### src/rtl/bus_wait_bridge_if.sv
// CPU-side and channel-side signals of the wait-state bus bridge.
// The bridge takes the slave modport; the CPU/peripheral side takes the master modport.
interface bus_wait_bridge_if #(
    parameter int NUM_CHANNELS  = 4,
    parameter int ADDRESS_WIDTH = 32,
    parameter int DATA_WIDTH    = 32
);
    logic                               cpu_req_i;
    logic                               cpu_we_i;
    logic [ADDRESS_WIDTH-1:0]           cpu_address_i;
    logic [DATA_WIDTH-1:0]              cpu_data_i;
    logic [DATA_WIDTH-1:0]              cpu_data_o;
    logic                               cpu_halt_o;
    logic [NUM_CHANNELS-1:0]            ch_req_o;
    logic                               ch_we_o;
    logic [ADDRESS_WIDTH-1:0]           ch_address_o;
    logic [DATA_WIDTH-1:0]              ch_data_o;
    logic [NUM_CHANNELS*DATA_WIDTH-1:0] ch_data_i;
    logic [NUM_CHANNELS-1:0]            ch_ack_i;
    logic                               err_o;

    modport slave (
        input  cpu_req_i, cpu_we_i, cpu_address_i, cpu_data_i, ch_data_i, ch_ack_i,
        output cpu_data_o, cpu_halt_o, ch_req_o, ch_we_o, ch_address_o, ch_data_o, err_o
    );

    modport master (
        output cpu_req_i, cpu_we_i, cpu_address_i, cpu_data_i, ch_data_i, ch_ack_i,
        input  cpu_data_o, cpu_halt_o, ch_req_o, ch_we_o, ch_address_o, ch_data_o, err_o
    );
endinterface

### src/rtl/bus_wait_bridge.sv
// Single-clock N-channel CPU bus bridge with per-channel fixed wait states or ack handshake.
// Optional ack timeout enabled by defining BUS_WAIT_TIMEOUT_EN.
module bus_wait_bridge #(
    parameter int                                  NUM_CHANNELS  = 4,
    parameter int                                  ADDRESS_WIDTH = 32,
    parameter int                                  DATA_WIDTH    = 32,
    parameter int                                  WAIT_W        = 4,
    parameter logic [NUM_CHANNELS*ADDRESS_WIDTH-1:0] CH_BASE =
        {32'h0000_3000, 32'h0000_2000, 32'h0000_1000, 32'h0000_0000},
    parameter logic [NUM_CHANNELS*ADDRESS_WIDTH-1:0] CH_LAST =
        {32'h0000_3FFF, 32'h0000_2FFF, 32'h0000_1FFF, 32'h0000_0FFF},
    parameter logic [NUM_CHANNELS*WAIT_W-1:0]      CH_WAIT       = 16'h2222,
    parameter logic [NUM_CHANNELS-1:0]             ACK_MODE      = '0,
    parameter int                                  TIMEOUT_CYC   = 255,
    parameter logic [DATA_WIDTH-1:0]               TIMEOUT_DATA  = 32'hDEAD_BEEF
) (
    input  logic               clk_i,
    input  logic               reset_i,
    bus_wait_bridge_if.slave   bus
);
    localparam int IDX_W = (NUM_CHANNELS > 1) ? $clog2(NUM_CHANNELS) : 1;

    typedef enum logic [1:0] {S_IDLE, S_ISSUE, S_WAIT, S_DONE} state_t;

    state_t                   r_state, w_next;
    logic [IDX_W-1:0]         r_idx, w_hit_idx;
    logic                     w_hit, w_accept, w_ack, w_expire, w_timeout;
    logic [WAIT_W-1:0]        r_wait_cnt;
    logic                     r_we;
    logic [ADDRESS_WIDTH-1:0] r_addr;
    logic [DATA_WIDTH-1:0]    r_wdata, r_rdata;
    logic [NUM_CHANNELS-1:0]  w_ch_req;

    // Descending scan so the lowest matching channel is the one left in w_hit_idx.
    always_comb begin
        w_hit     = 1'b0;
        w_hit_idx = '0;
        for (int k = NUM_CHANNELS-1; k >= 0; k--) begin
            if (bus.cpu_address_i >= CH_BASE[k*ADDRESS_WIDTH +: ADDRESS_WIDTH] &&
                bus.cpu_address_i <= CH_LAST[k*ADDRESS_WIDTH +: ADDRESS_WIDTH]) begin
                w_hit     = 1'b1;
                w_hit_idx = IDX_W'(k);
            end
        end
    end

    assign w_accept = (r_state == S_IDLE) && bus.cpu_req_i && w_hit;
    assign w_ack    = bus.ch_ack_i[r_idx];

    always_comb begin
        w_next    = r_state;
        w_timeout = 1'b0;
        case (r_state)
            S_IDLE:  if (w_accept) w_next = S_ISSUE;
            S_ISSUE: w_next = S_WAIT;
            S_WAIT: begin
                if (ACK_MODE[r_idx]) begin
                    if (w_ack) begin
                        w_next = S_DONE;
                    end else if (w_expire) begin
                        w_next    = S_DONE;
                        w_timeout = 1'b1;
                    end
                end else if (r_wait_cnt == '0) begin
                    w_next = S_DONE;
                end
            end
            S_DONE:  w_next = S_IDLE;
            default: w_next = S_IDLE;
        endcase
    end

    always_ff @(posedge clk_i) begin
        if (reset_i) begin
            r_state    <= S_IDLE;
            r_idx      <= '0;
            r_wait_cnt <= '0;
            r_we       <= 1'b0;
            r_addr     <= '0;
            r_wdata    <= '0;
            r_rdata    <= '0;
        end else begin
            r_state <= w_next;
            if (w_accept) begin
                r_idx      <= w_hit_idx;
                r_we       <= bus.cpu_we_i;
                r_addr     <= bus.cpu_address_i;
                r_wdata    <= bus.cpu_data_i;
                r_wait_cnt <= CH_WAIT[w_hit_idx*WAIT_W +: WAIT_W];
            end else if (r_state == S_WAIT && r_wait_cnt != '0) begin
                r_wait_cnt <= r_wait_cnt - WAIT_W'(1);
            end
            if (r_state == S_WAIT && w_next == S_DONE && !r_we) begin
                r_rdata <= w_timeout ? TIMEOUT_DATA
                                     : bus.ch_data_i[r_idx*DATA_WIDTH +: DATA_WIDTH];
            end
        end
    end

`ifdef BUS_WAIT_TIMEOUT_EN
    localparam int TO_W = $clog2(TIMEOUT_CYC + 1);

    logic [TO_W-1:0] r_to_cnt;
    logic            r_err;

    // Counts WAIT cycles of an ack-mode access; expiry fires in the TIMEOUT_CYC-th one.
    always_ff @(posedge clk_i) begin
        if (reset_i) begin
            r_to_cnt <= '0;
            r_err    <= 1'b0;
        end else begin
            if (r_state != S_WAIT) begin
                r_to_cnt <= '0;
            end else if (ACK_MODE[r_idx]) begin
                r_to_cnt <= r_to_cnt + TO_W'(1);
            end
            if (w_timeout) r_err <= 1'b1;
        end
    end

    assign w_expire   = (r_state == S_WAIT) && ACK_MODE[r_idx] &&
                        (r_to_cnt == TO_W'(TIMEOUT_CYC - 1));
    assign bus.err_o  = r_err;
`else
    // Timeout length is inert without the feature.
    logic w_unused_timeout_cyc;
    assign w_unused_timeout_cyc = ^TIMEOUT_CYC;
    assign w_expire  = 1'b0;
    assign bus.err_o = 1'b0;
`endif

    always_comb begin
        w_ch_req = '0;
        if (r_state == S_ISSUE) w_ch_req[r_idx] = 1'b1;
    end

    assign bus.cpu_halt_o   = (r_state == S_ISSUE) || (r_state == S_WAIT) || w_accept;
    assign bus.ch_req_o     = w_ch_req;
    assign bus.ch_we_o      = r_we;
    assign bus.ch_address_o = r_addr;
    assign bus.ch_data_o    = r_wdata;
    assign bus.cpu_data_o   = r_rdata;
endmodule
### src/flat_wrapper.sv
// flat-port wrapper written by rule: the top's interface ports become plain ports
module bus_wait_bridge_flat 
#(
    parameter int                                  NUM_CHANNELS  = 4,
    parameter int                                  ADDRESS_WIDTH = 32,
    parameter int                                  DATA_WIDTH    = 32,
    parameter int                                  WAIT_W        = 4,
    parameter logic [NUM_CHANNELS*ADDRESS_WIDTH-1:0] CH_BASE =
        {32'h0000_3000, 32'h0000_2000, 32'h0000_1000, 32'h0000_0000},
    parameter logic [NUM_CHANNELS*ADDRESS_WIDTH-1:0] CH_LAST =
        {32'h0000_3FFF, 32'h0000_2FFF, 32'h0000_1FFF, 32'h0000_0FFF},
    parameter logic [NUM_CHANNELS*WAIT_W-1:0]      CH_WAIT       = 16'h2222,
    parameter logic [NUM_CHANNELS-1:0]             ACK_MODE      = '0,
    parameter int                                  TIMEOUT_CYC   = 255,
    parameter logic [DATA_WIDTH-1:0]               TIMEOUT_DATA  = 32'hDEAD_BEEF
)
  (clk_i, reset_i, bus_cpu_req_i, bus_cpu_we_i, bus_cpu_address_i, bus_cpu_data_i, bus_ch_data_i, bus_ch_ack_i, bus_cpu_data_o, bus_cpu_halt_o, bus_ch_req_o, bus_ch_we_o, bus_ch_address_o, bus_ch_data_o, bus_err_o);
  bus_wait_bridge_if #(.NUM_CHANNELS(NUM_CHANNELS), .ADDRESS_WIDTH(ADDRESS_WIDTH), .DATA_WIDTH(DATA_WIDTH)) bus_i ();
  input  logic clk_i;
  input  logic reset_i;
  input wire logic [$bits(bus_i.cpu_req_i)-1:0] bus_cpu_req_i;
  input wire logic [$bits(bus_i.cpu_we_i)-1:0] bus_cpu_we_i;
  input wire logic [$bits(bus_i.cpu_address_i)-1:0] bus_cpu_address_i;
  input wire logic [$bits(bus_i.cpu_data_i)-1:0] bus_cpu_data_i;
  input wire logic [$bits(bus_i.ch_data_i)-1:0] bus_ch_data_i;
  input wire logic [$bits(bus_i.ch_ack_i)-1:0] bus_ch_ack_i;
  output wire logic [$bits(bus_i.cpu_data_o)-1:0] bus_cpu_data_o;
  output wire logic [$bits(bus_i.cpu_halt_o)-1:0] bus_cpu_halt_o;
  output wire logic [$bits(bus_i.ch_req_o)-1:0] bus_ch_req_o;
  output wire logic [$bits(bus_i.ch_we_o)-1:0] bus_ch_we_o;
  output wire logic [$bits(bus_i.ch_address_o)-1:0] bus_ch_address_o;
  output wire logic [$bits(bus_i.ch_data_o)-1:0] bus_ch_data_o;
  output wire logic [$bits(bus_i.err_o)-1:0] bus_err_o;
  assign bus_i.cpu_req_i = bus_cpu_req_i;
  assign bus_i.cpu_we_i = bus_cpu_we_i;
  assign bus_i.cpu_address_i = bus_cpu_address_i;
  assign bus_i.cpu_data_i = bus_cpu_data_i;
  assign bus_i.ch_data_i = bus_ch_data_i;
  assign bus_i.ch_ack_i = bus_ch_ack_i;
  assign bus_cpu_data_o = bus_i.cpu_data_o;
  assign bus_cpu_halt_o = bus_i.cpu_halt_o;
  assign bus_ch_req_o = bus_i.ch_req_o;
  assign bus_ch_we_o = bus_i.ch_we_o;
  assign bus_ch_address_o = bus_i.ch_address_o;
  assign bus_ch_data_o = bus_i.ch_data_o;
  assign bus_err_o = bus_i.err_o;
  bus_wait_bridge #(.NUM_CHANNELS(NUM_CHANNELS), .ADDRESS_WIDTH(ADDRESS_WIDTH), .DATA_WIDTH(DATA_WIDTH), .WAIT_W(WAIT_W), .CH_BASE(CH_BASE), .CH_LAST(CH_LAST), .CH_WAIT(CH_WAIT), .ACK_MODE(ACK_MODE), .TIMEOUT_CYC(TIMEOUT_CYC), .TIMEOUT_DATA(TIMEOUT_DATA)) u_core (.clk_i(clk_i), .reset_i(reset_i), .bus(bus_i));
endmodule
### config.mk
export PLATFORM = sky130hd
export DESIGN_NAME = bus_wait_bridge_flat
export DESIGN_NICKNAME = d
export VERILOG_FILES = /design/src/rtl/bus_wait_bridge_if.sv /design/src/rtl/bus_wait_bridge.sv /design/src/flat_wrapper.sv
export SDC_FILE = /design/constraint.sdc
export NUM_CORES = 1
export LEC_CHECK = 0
export BUFFER_PORTS_ARGS = -buffer_cell sky130_fd_sc_hd__buf_2
export CAP_MARGIN = 20
export CORE_AREA = 2 2 116 118
export CTS_BUF_LIST = sky130_fd_sc_hd__clkbuf_8
export DETAILED_ROUTE_END_ITERATION = 10
export DIE_AREA = 0 0 118 120
export GPL_TIMING_DRIVEN = 1
export PLACE_DENSITY_LB_ADDON = 0.1
export SLEW_MARGIN = 20
export SYNTH_ARGS = -nofsm -noshare
export SYNTH_HDL_FRONTEND = slang
export SYNTH_SLANG_ARGS = --single-unit
### constraint.sdc
create_clock -name clk_i -period 2.5 [get_ports clk_i]
set_input_delay 0.125 -clock clk_i [delete_from_list [all_inputs] [get_ports clk_i]]
set_output_delay 0.125 -clock clk_i [all_outputs]
set_load 0.005 [all_outputs]
* Word-level counts from Yosys, hierarchy flattened
Cells that the tools add are included.
** Operators by class
- $add $sub $neg :: 1
- $lt $le $gt $ge :: 10
- Equal/unequal tests :: 4
- Shift operators :: 2
- Multiplexer cells :: 22
- Reductions and logical operators :: 17
** Operator list (count)
- $shiftx A128 B8 Y32 :: 1
- $ge A32 B14 Y1 const B :: 2
- $le A32 B14 Y1 const B :: 2
- $ge A32 B1 Y1 const B :: 1
- $ge A32 B13 Y1 const B :: 1
- $le A32 B12 Y1 const B :: 1
- $le A32 B13 Y1 const B :: 1
- $mux W2 :: 8
- $shiftx A16 B5 Y4 const A :: 1
- $mux W4 :: 3
- $logic_and A1 B1 Y1 :: 10
- $pmux W2 S4 :: 1
- $mux W1 :: 7
- $eq A2 B2 Y1 const B :: 3
- $bmux W1 S2 :: 2
- $logic_not A4 Y1 :: 1
- $reduce_bool A4 Y1 :: 1
- $sub A4 B1 Y4 const B :: 1
- $lt A2 B3 Y1 const B :: 1
- $demux W1 S2 :: 1
- $eq A2 B1 Y1 const B :: 1
- $ge A2 B1 Y1 const B :: 1
- $logic_not A2 Y1 :: 1
- $logic_or A1 B1 Y1 :: 2
- other kinds (2) :: 2
** Storage, ports and cells
- Register bits :: 105
- Input port bits :: 200
- Word-level logic and storage cells :: 63

* Depth between registers and ports, before layout
Gate-level depths: netlist (run 1).
- Depth after elaboration :: 12
- Gate-level depth with buffers :: 9

* Worst setup path after synthesis (run 1)
No wires, ideal clock.
- Kind :: flip-flop to flip-flop
- From :: register u_core.r_state[0]
- To :: register u_core.r_rdata[11] (netlist: u_core.bus.cpu_data_o[11])
- Setup time :: 0.070 ns
- Data arrival time :: 1.772 ns
- Required time :: 2.430 ns
- Path slack :: 0.658 ns
- Stages on the path, launching flop included :: 9
- Buffers on the path :: 1
- Period minus slack after synthesis :: 1.842 ns
- Cells stage by stage :: dfxtp_1 inv_1 ha_1 or4b_1 nor3_4 and3_4 buf_6 o21ai_0 a21oi_1
** On the way
- Word-level cells in the longest chain between the ends :: 8
- Elaborated cells between the ends (all ways) :: 14
- Those cells by class :: eq/ne: 4; mux: 5; reduce/logical: 5
** RTL lines
- from (decl) :: line bus_wait_bridge.sv:25 : state_t r_state, w_next;
- from (signal assigned) :: line bus_wait_bridge.sv:83 : r_state <= w_next;
- $logic_not A2 Y1 :: line bus_wait_bridge.sv:47, bus_wait_bridge.sv:53
- $logic_and A1 B1 Y1 (2 in a row) :: line bus_wait_bridge.sv:47 : assign w_accept = (r_state == S_IDLE) && bus.cpu_req_i && w_hit;
- $mux W2 :: line bus_wait_bridge.sv:54 : S_IDLE: if (w_accept) w_next = S_ISSUE;
- $pmux W2 S4 :: line bus_wait_bridge.sv:53 : case (r_state)
- $eq A2 B2 Y1 :: line bus_wait_bridge.sv:93 : if (r_state == S_WAIT && w_next == S_DONE && !r_we) begin
- $logic_and A1 B1 Y1 * (2 in a row) :: line bus_wait_bridge.sv:93
- to (signal assigned) :: line bus_wait_bridge.sv:94 : r_rdata <= w_timeout ? TIMEOUT_DATA
- to (decl) :: line bus_wait_bridge.sv:31 : logic [DATA_WIDTH-1:0] r_wdata, r_rdata;
Every way passes the cells marked *; elsewhere a longest branch is shown, timed or not.
A chain may end at the register's enable or synchronous reset.

* Worst setup path in the final report (run 1)
- From :: register u_core.r_state[0]
- To :: output bus_cpu_halt_o
** On the way
- Word-level cells in the longest chain between the ends :: 4
- Elaborated cells between the ends (all ways) :: 7
- Those cells by class :: eq/ne: 2; reduce/logical: 5
** RTL lines
- $logic_not A2 Y1 :: line bus_wait_bridge.sv:47
- $logic_and A1 B1 Y1 (2 in a row) :: line bus_wait_bridge.sv:47
- $logic_or A1 B1 Y1 * :: line bus_wait_bridge.sv:137 : assign bus.cpu_halt_o = (r_state == S_ISSUE) || (r_state == S_WAIT) || w_accept;
- to (decl) :: line flat_wrapper.sv:28 : output wire logic [$bits(bus_i.cpu_halt_o)-1:0] bus_cpu_halt_o;
Marked as above.

==> results of run 1 <==
## sequential cells by signal (all words and copies together), names as in the netlist
register,cells
u_core.bus.cpu_data_o,32
u_core.bus.ch_data_o,32
u_core.r_state,2
u_core.bus.ch_we_o,1
u_core.r_idx,2
u_core.r_wait_cnt,4
u_core.bus.ch_address_o,32
## kinds of logic (layout without fill, tap and decap cells)
group | after synthesis | after routing | synth area share
xor+xnor | 3 | 3 | 0.00562
buf+inv | 47 | 375 | 0.0586
fa+ha+maj | 6 | 6 | 0.0161
compound gates | 118 | 118 | 0.127
flops | 105 | 105 | 0.450
mux | 32 | 32 | 0.154
other cells | 1 | 1 | 0.000802
simple gates | 183 | 183 | 0.188
## Yosys cell counts (all sizes together) (2+ instances only)
library cell / instances / share of area
dfxtp: 105 / 0.45
nand2: 101 / 0.081
a21oi: 84 / 0.090
nand3: 35 / 0.037
o21ai: 34 / 0.037
mux4: 32 / 0.15
buf: 23 / 0.039
and2: 20 / 0.027
clkbuf: 20 / 0.017
ha: 6 / 0.016
nor3: 5 / 0.0088
and3: 4 / 0.0064
inv: 4 / 0.0032
nor2: 3 / 0.0024
nor4: 3 / 0.0040
nor2b: 2 / 0.0027
nor4b: 2 / 0.0037
or4: 2 / 0.0040
xnor2: 2 / 0.0037
## timing repair
item,in CTS,in global routing
hold buffers,45,0
setup endpoints to repair,0,1
resized for setup,0,2
hold endpoints to repair,45,0
## layout by cell type, fill, tap and decap left out, drive strengths merged, types with 2 or more instances in the layout
cell / instances
ha: 6
xnor2: 2
nor2: 3
dfxtp: 105
a21oi: 84
nor2b: 2
nand2: 101
inv: 9
nor4: 3
or4: 2
clkbuf: 9
nor4b: 2
nand3: 35
and3: 4
o21ai: 34
nor3: 5
and2: 20
buf: 310
dlygate4sd3: 45
mux4: 32
## layout make-up
| type | count | area [um2] |
|---|---|---|
| timing repair buffer | 355 | 2060 |
| multi-input combinational | 343 | 2300 |
| clock inverter | 7 | 90.1 |
| clock buffer | 9 | 124 |
| inverter | 4 | 15.0 |
| tap | 176 | 220 |
| fill | 1210 | 6060 |
| sequential | 105 | 2100 |
## how the worst min path moves through the flow
stage                                startpoint                     endpoint  slack, ns  cells after the start
after global placement        bus_cpu_data_i[4]      u_core.bus.ch_data_o[4]       0.37                      3
after global routing      bus_cpu_address_i[12]              u_core.r_idx[0]       0.03                      3
final                     bus_cpu_address_i[13]  u_core.bus.ch_address_o[13]       0.03                      3
after floorplan            bus_cpu_address_i[0]   u_core.bus.ch_address_o[0]       0.27                      2
after detailed placement      bus_cpu_data_i[8]      u_core.bus.ch_data_o[8]       0.37                      3
after CTS                 bus_cpu_address_i[13]  u_core.bus.ch_address_o[13]       0.02                      3
## layer usage
layer	vias up	routed length, um	track usage
met1	2296	6340	0.256
met3	18	1030	0.0485
li1	2380	-	-
met5	-	0	0
met4	0	236	0.0678
met2	201	7480	0.356
## where the power goes
group	switching, uW	leakage [uW]	internal, uW
Clock	658	0.000110	494
Combinational	92.4	0.00214	194
Sequential	0.00101	0.000846	1670
## stage by stage
step | hold slack [ns] | util | power [uW]
detailed placement | 0.375 | 0.482 | 1940
floorplan | 0.265 | - | 1780
global placement | 0.370 | 0.482 | 1940
global route | 0.0277 | 0.533 | 3240
finish | 0.0346 | 0.533 | 3110
CTS | 0.0163 | 0.533 | 3140
## critical path: stages, from the launching register on
cell and delay, ns:
sky130_fd_sc_hd__dfxtp_1 0.35, sky130_fd_sc_hd__inv_2 0.10, sky130_fd_sc_hd__ha_1 0.17, sky130_fd_sc_hd__nor4b_1 0.23
sky130_fd_sc_hd__nand2_1 0.15, sky130_fd_sc_hd__or3_1 0.37, sky130_fd_sc_hd__buf_6 0.21, sky130_fd_sc_hd__nand2b_1 0.09
sky130_fd_sc_hd__buf_2 0.12
==> impl_summary.md, run 1 <==
Global route
The number of global-route vias before repair is ~4,700. The largest net degree at the start of global routing is 54. Global routing finished with a remaining overflow of 0. The first global-routing pass estimated 23.8 mm of wire.

The global router's overall resource usage is 0.207. The number of antenna violations at the first check in global routing came to 0.

Routing
Dividing the detail-routed via count by the number of cells gives 4.90. The detailed router placed 4,895 vias in this run. The wire length per cell is about 15 um. The number of DRC markers in iteration 0 is ~240. Summed over all layers, the routed wires come to approximately 15 mm. In the routed design, unresolved DRC markers number 0. The count of TritonRoute iterations in the first routing pass is 5. The count of nets left with antenna violations once routing finished came out at 0.

Die
The number of placement rows is 42. From bottom edge to top edge, the die measures 120 um. Pin placement for this block handled just over 300 I/O pins. For this configuration, the core starts out at a cell density of 0.360.

From left edge to right edge, the die measures 118 um. In this run the standard cell core region covers roughly 13,000 um2. The floorplan die area is about 14,000 um2.

Finish
The area added between synthesis and finish is 48.1%. The final instance count without filler cells is roughly 1,000. The net count of the finished layout is roughly 1,000.

The finished cells cover 6920 um2. The share of cells above drive strength 1 is 0.445. The number of antenna repair diodes is 0.

Placed design
The number of buffer cells added on primary ports is approximately 300. The post-placement cell area is around 6300 um2. Timing analysis after detailed placement gives a worst setup slack of approximately 0.33 ns. The final weighted congestion of routability-driven global placement is ~0.78. The post-detailed-placement half-perimeter wirelength is about 11 mm. Once placement completed, the tool counted placed cells totaling ~940.

Hold path
The kind of path behind the tightest hold check is in -> reg.

Logic synthesis
The Yosys step of the flow raised 0 warnings. The post-synthesis area per instance is between 9 and 10 um2. Synthesis produced a netlist with a net count of between 700 and 800. The number of flops mapped to enable cells by yosys is 0. The share of the Yosys chip area taken by registers is 0.450. Counting flops with an async set or reset pin after synthesis yields a share of 0. The number of distinct library cells after synthesis is 37. The post-synthesis cell area is 4670 um2. The count of mapped cells out of synthesis is between 400 and 500. For this run, the leading register cell type out of synthesis is sky130_fd_sc_hd__dfxtp_1. Synthesis inferred between 100 and 150 register bits.

Timing
The worst path setup slack after routing is ~0.22 ns. The time the final worst path needs with I/O delays and setup is ~2.3 ns. The slew at the pin closest to its max-slew limit is 0.708 ns. Setup repair after global routing left no endpoint under its margin. Setup violations remaining at the end of the flow were counted as 0.

The max-slew violation count is 0. The hold violation count in the final report is 0. Measured against its own limit, the worst slew margin works out to 0.528.

The highest clock rate is ~440 MHz. For the final database, setup skew stands at about 0.016 ns. The post-route fraction of the period consumed by the critical path is 0.913. For the final routed database, the setup TNS stands at 0 ns.

Worst setup path
Of all nets on the critical path, the largest fanout is 36. The number of cells on the worst reg-to-reg path is 7. The worst register-to-register path ends at u_core.bus.cpu_data_o[31].

The critical path is of the reg -> out type. The first element of the critical path is u_core.r_state[0]. In this run the critical register-to-register path is launched from u_core.r_state[0].

The minimum setup slack among reg-to-reg paths is 0.37 ns. The critical path capture point is bus_cpu_halt_o. The worst setup path is launched from a flip-flop. At the worst endpoint, the arrival time is around 2.2 ns.

The required time of the critical path is between 2 and 2.5 ns. The worst setup path is captured at a primary output.

Power
For this design the ratio of total power to cell area is between 400 and 500 nW/um2. The maximum ir drop on the vdd rail is between 200 and 250 uV. The leakage power of the design is roughly 0.0031 uW.

CTS
The clock buffer count from CTS is 9. Clock tree synthesis found a total of roughly 110 sinks. No sink is reached through more buffers than the 2 on the longest clock path. The level count of the clock H-tree is 3. The clock tree from TritonCTS is yes. The cell at the root of the clock tree is sky130_fd_sc_hd__clkbuf_8. The post-CTS setup repair buffer count is 0. Clock-pin slew was measured on the worst setup and hold paths at around 0.12 ns.

For the worst-skew pair, the clock arrives at the later sink with an insertion delay of 0.38 ns.

Run
The max-capacitance violation count is 0.

Run status
The flow ran to the end, and the final reports show no timing, DRC or antenna violations.
No activity file was read; power rests on OpenSTA's default activity.
==> run 2, diff against run 1 <==
Settings changed: CORE_AREA 2 2 116 118 to 2 2 118 120, DIE_AREA 0 0 118 120 to 0 0 120 122.
Clock period 2.5 ns to 2 ns, I/O delays scaled along.
==> run 2 against run 1 <==
  * Via count rose by 2.9%
  * First-iteration DRC count rose by 61%
  * Combinational power rose by 28%
  * Sequential cell count did not move
  * Critical path depth rose by 1
  * Power rose by 20%
  * Global-route usage rose by 0.50 points
  * Count of clock-buffer cells in the layout did not move
  * Critical path type is now reg -> reg
  * Largest cell class unchanged
  * Largest power group unchanged
==> impl_summary.md, run 2 (synthesis results as in run 1) <==
Run status
Outcome: finished clean (unchanged).

Global route
The largest net degree at the start of global routing is 41 (was 54). The first-pass GRT wire length was 24.4 mm (was 23.8 mm). The number of antenna violations at the first check in global routing is 1 (was 0).

The total global routing overflow is 0 (unchanged). The global router's overall resource usage is 0.212 (was 0.207). The number of global-route vias before repair is 4,843 (was 4,703).

CTS
The clock tree from TritonCTS is yes (unchanged). The cell at the root of the clock tree is sky130_fd_sc_hd__clkbuf_8 (unchanged). The maximum clock path buffer count is 2 (unchanged).

The number of sinks on the clock net is 105 (unchanged). The clock buffer count from CTS was 9 (unchanged). The clock slew at the register clock pins of the worst setup and hold paths is 0.11 ns (was 0.12 ns). The clock latency reported for the late side of the worst-skew pair came to 0.38 ns (about the same). The level count of the clock H-tree came to 3 (unchanged).

Die
The core outline area came to 13,500 um2 (was 13,000 um2). The floorplan die area was 14,600 um2 (was 14,200 um2). The overall die width is 120 um (was 118 um). The height of the chip is 122 um (was 120 um). The number of top-level pins was 303 (unchanged). The number of placement rows is 43 (was 42). The effective utilization at floorplan was 0.346 (was 0.360).

Timing
The maximum clock skew at final layout was 0.0136 ns (was 0.0160 ns). Dividing the final minimum period by the clock period gives 0.946. Based on the critical path, the design can be clocked at up to 529 MHz. The hold violation count in the final report came to 0 (unchanged). The time the final worst path needs with I/O delays and setup is about 1.9 ns.

The final setup TNS is 0 ns (unchanged). The max-slew violation count is 0 (unchanged). The final setup violation count is 0 (unchanged).

Power
The leakage power of the design is 0.00323 uW (was 0.00310 uW). The areal power density over the cells is 520 nW/um2 (was 449 nW/um2). The total power consumption of the routed design is 3730 uW (was 3110 uW). The maximum ir drop on the vdd rail is 286 uV (was 242 uV).

Routing
The number of DRC markers in iteration 0 was 381 (was 236). The residual antenna-violating net count after detailed routing is 0 (unchanged). The count of unresolved DRC violations after routing is 0 (unchanged). The detailed-route via count is 5,037 (was 4,895).

The met2 wire length is 8.41 mm (was 7.48 mm). The total routed wire length on the met1 layer is 6.41 mm (was 6.34 mm). The count of TritonRoute iterations in the first routing pass is 5 (unchanged). The post-detailed-route via-to-cell ratio is 4.95 (was 4.90).

The wire length per cell is 16.3 um (was 15.1 um). The highest routed metal layer is met4 (unchanged). The routed length on met3 was 1.39 mm (was 1.03 mm). The total detailed-routing wirelength is 16.5 mm (was 15.1 mm).

Worst setup path
The largest incremental delay on the critical path is 0.36 ns (was 0.37 ns). Cell-by-cell listing of the critical path: inv_2, ha_4, nor4b_4, nand2_2, or3_4, buf_4, bufbuf_16, nand2_1, a21oi_1 (was inv_2, ha_1, nor4b_1, nand2_1, or3_1, buf_6, nand2b_1, buf_2). The critical path class is reg -> reg (was reg -> out).

The worst-path maximum fanout was 21 (was 36). The critical path's slowest cell is sky130_fd_sc_hd__or3_4 (was sky130_fd_sc_hd__or3_1). The critical path data arrival time came to 2.15 ns (was 2.16 ns). The nature of the critical path endpoint was a flip-flop (was primary output). The startpoint class of the critical path is a flip-flop (unchanged). The required time of the critical path was 2.26 ns (was 2.38 ns).

Hold path
The kind of path behind the tightest hold check is in -> reg (unchanged).

Finish
The final cell utilization of the core is 0.531 (was 0.533). The net count of the finished layout is 1,038 (was 1,024). The share of cells above drive strength 1 is 0.466 (was 0.445). The total area of multi-input combinational cells is 2350 um2 (was 2300 um2). The flip-flop and latch area was 2110 um2 (was 2100 um2). The area added between synthesis and finish is 53.5% (was 48.1%). Most frequent cells in the layout: 297 x sky130_fd_sc_hd__buf_2, 102 x sky130_fd_sc_hd__dfxtp_1, 100 x sky130_fd_sc_hd__nand2_1, 84 x sky130_fd_sc_hd__a21oi_1, 45 x sky130_fd_sc_hd__dlygate4sd3_1 (was 297 x sky130_fd_sc_hd__buf_2, 104 x sky130_fd_sc_hd__dfxtp_1, 101 x sky130_fd_sc_hd__nand2_1, 84 x sky130_fd_sc_hd__a21oi_1, 45 x sky130_fd_sc_hd__dlygate4sd3_1). The most common library cell in the layout ignoring fill and taps is sky130_fd_sc_hd__buf_2 (unchanged). The fill cell total of the finished layout came to 1,269 (was 1,210).

Placed design
The post-detailed-placement half-perimeter wirelength came to 11.5 mm (was 10.8 mm). The number of buffer cells added on primary ports is 297 (unchanged). The final weighted congestion of routability-driven global placement is 0.794 (was 0.782).

Run
The max-capacitance violation count is 0 (unchanged).
[run 2: cell types whose count changed in the layout (fill, tap and decap cells not counted), sizes merged]
cell and delta:
buf +10, bufbuf +2, bufinv -1, clkbuf +2, clkinv +4, diode +1, inv -3
[run 2: cell type report]
cell class,instances,area share
multi-input cells,343,0.328
clock buffers,9,0.0173
clock inverters,7,0.00872
flip-flops and latches,105,0.294
repair buffers,369,0.319
inverters,4,0.00209
well taps,180,0.0314
diodes,1,0.000349
[run 2: final timing paths]
path                         startpoint                    endpoint  slack [ns]  depth (start not counted)
max                   u_core.r_state[0]    u_core.bus.ch_data_o[26]        0.11                          9
min                             reset_i    u_core.bus.ch_data_o[17]        0.02                          2
max reg2reg           u_core.r_state[0]    u_core.bus.ch_data_o[26]        0.11                          9
min reg2reg  u_core.bus.ch_address_o[2]  u_core.bus.ch_address_o[2]        0.45                          2
[run 2: timing repair]
item	4_1_cts	5_1_grt
hold buffers	45	0
setup endpoints to repair	19	55
resized for setup	11	3
buffers inserted	5	3
hold endpoints to repair	45	0
pin swaps	3	5
cloned	2	2
[run 2: power by group]
part           internal [uW]  total, uW  switching, uW
sequential              2090       2090        0.00138
clock                    478       1270            794
combinational            243        366            123
total                   2810       3730            917
[run 2: layer usage]
metal,vias up,track usage
met4,0,0.0713
met3,23,0.0604
li1,2407,-
met5,-,0
met1,2376,0.243
met2,231,0.378
[run 2: critical path, delay by kind of cell, from the launching register on]
family                     cells  cell delay, ns
DFF                            1            0.34
adders and majority gates      1            0.14
AOI/OAI and AO/OA              1            0.06
and+or+nand+nor                4            0.72
buffers and inverters          3            0.53
[run 2: stage by stage]
step | setup WS (ns) | hold slack (ns) | cell area, um2 | cells
2_1_floorplan | 0.158 | 0.240 | 4670 | 495
3_3_place_gp | 0.0685 | 0.345 | 6330 | 945
3_5_place_dp | -0.0153 | 0.349 | 6330 | 945
4_1_cts | -0.0573 | 0.00431 | 7110 | 1013
5_1_grt | -0.0137 | 0.00844 | 7170 | 1018
6_report | 0.109 | 0.0183 | 7170 | 1018
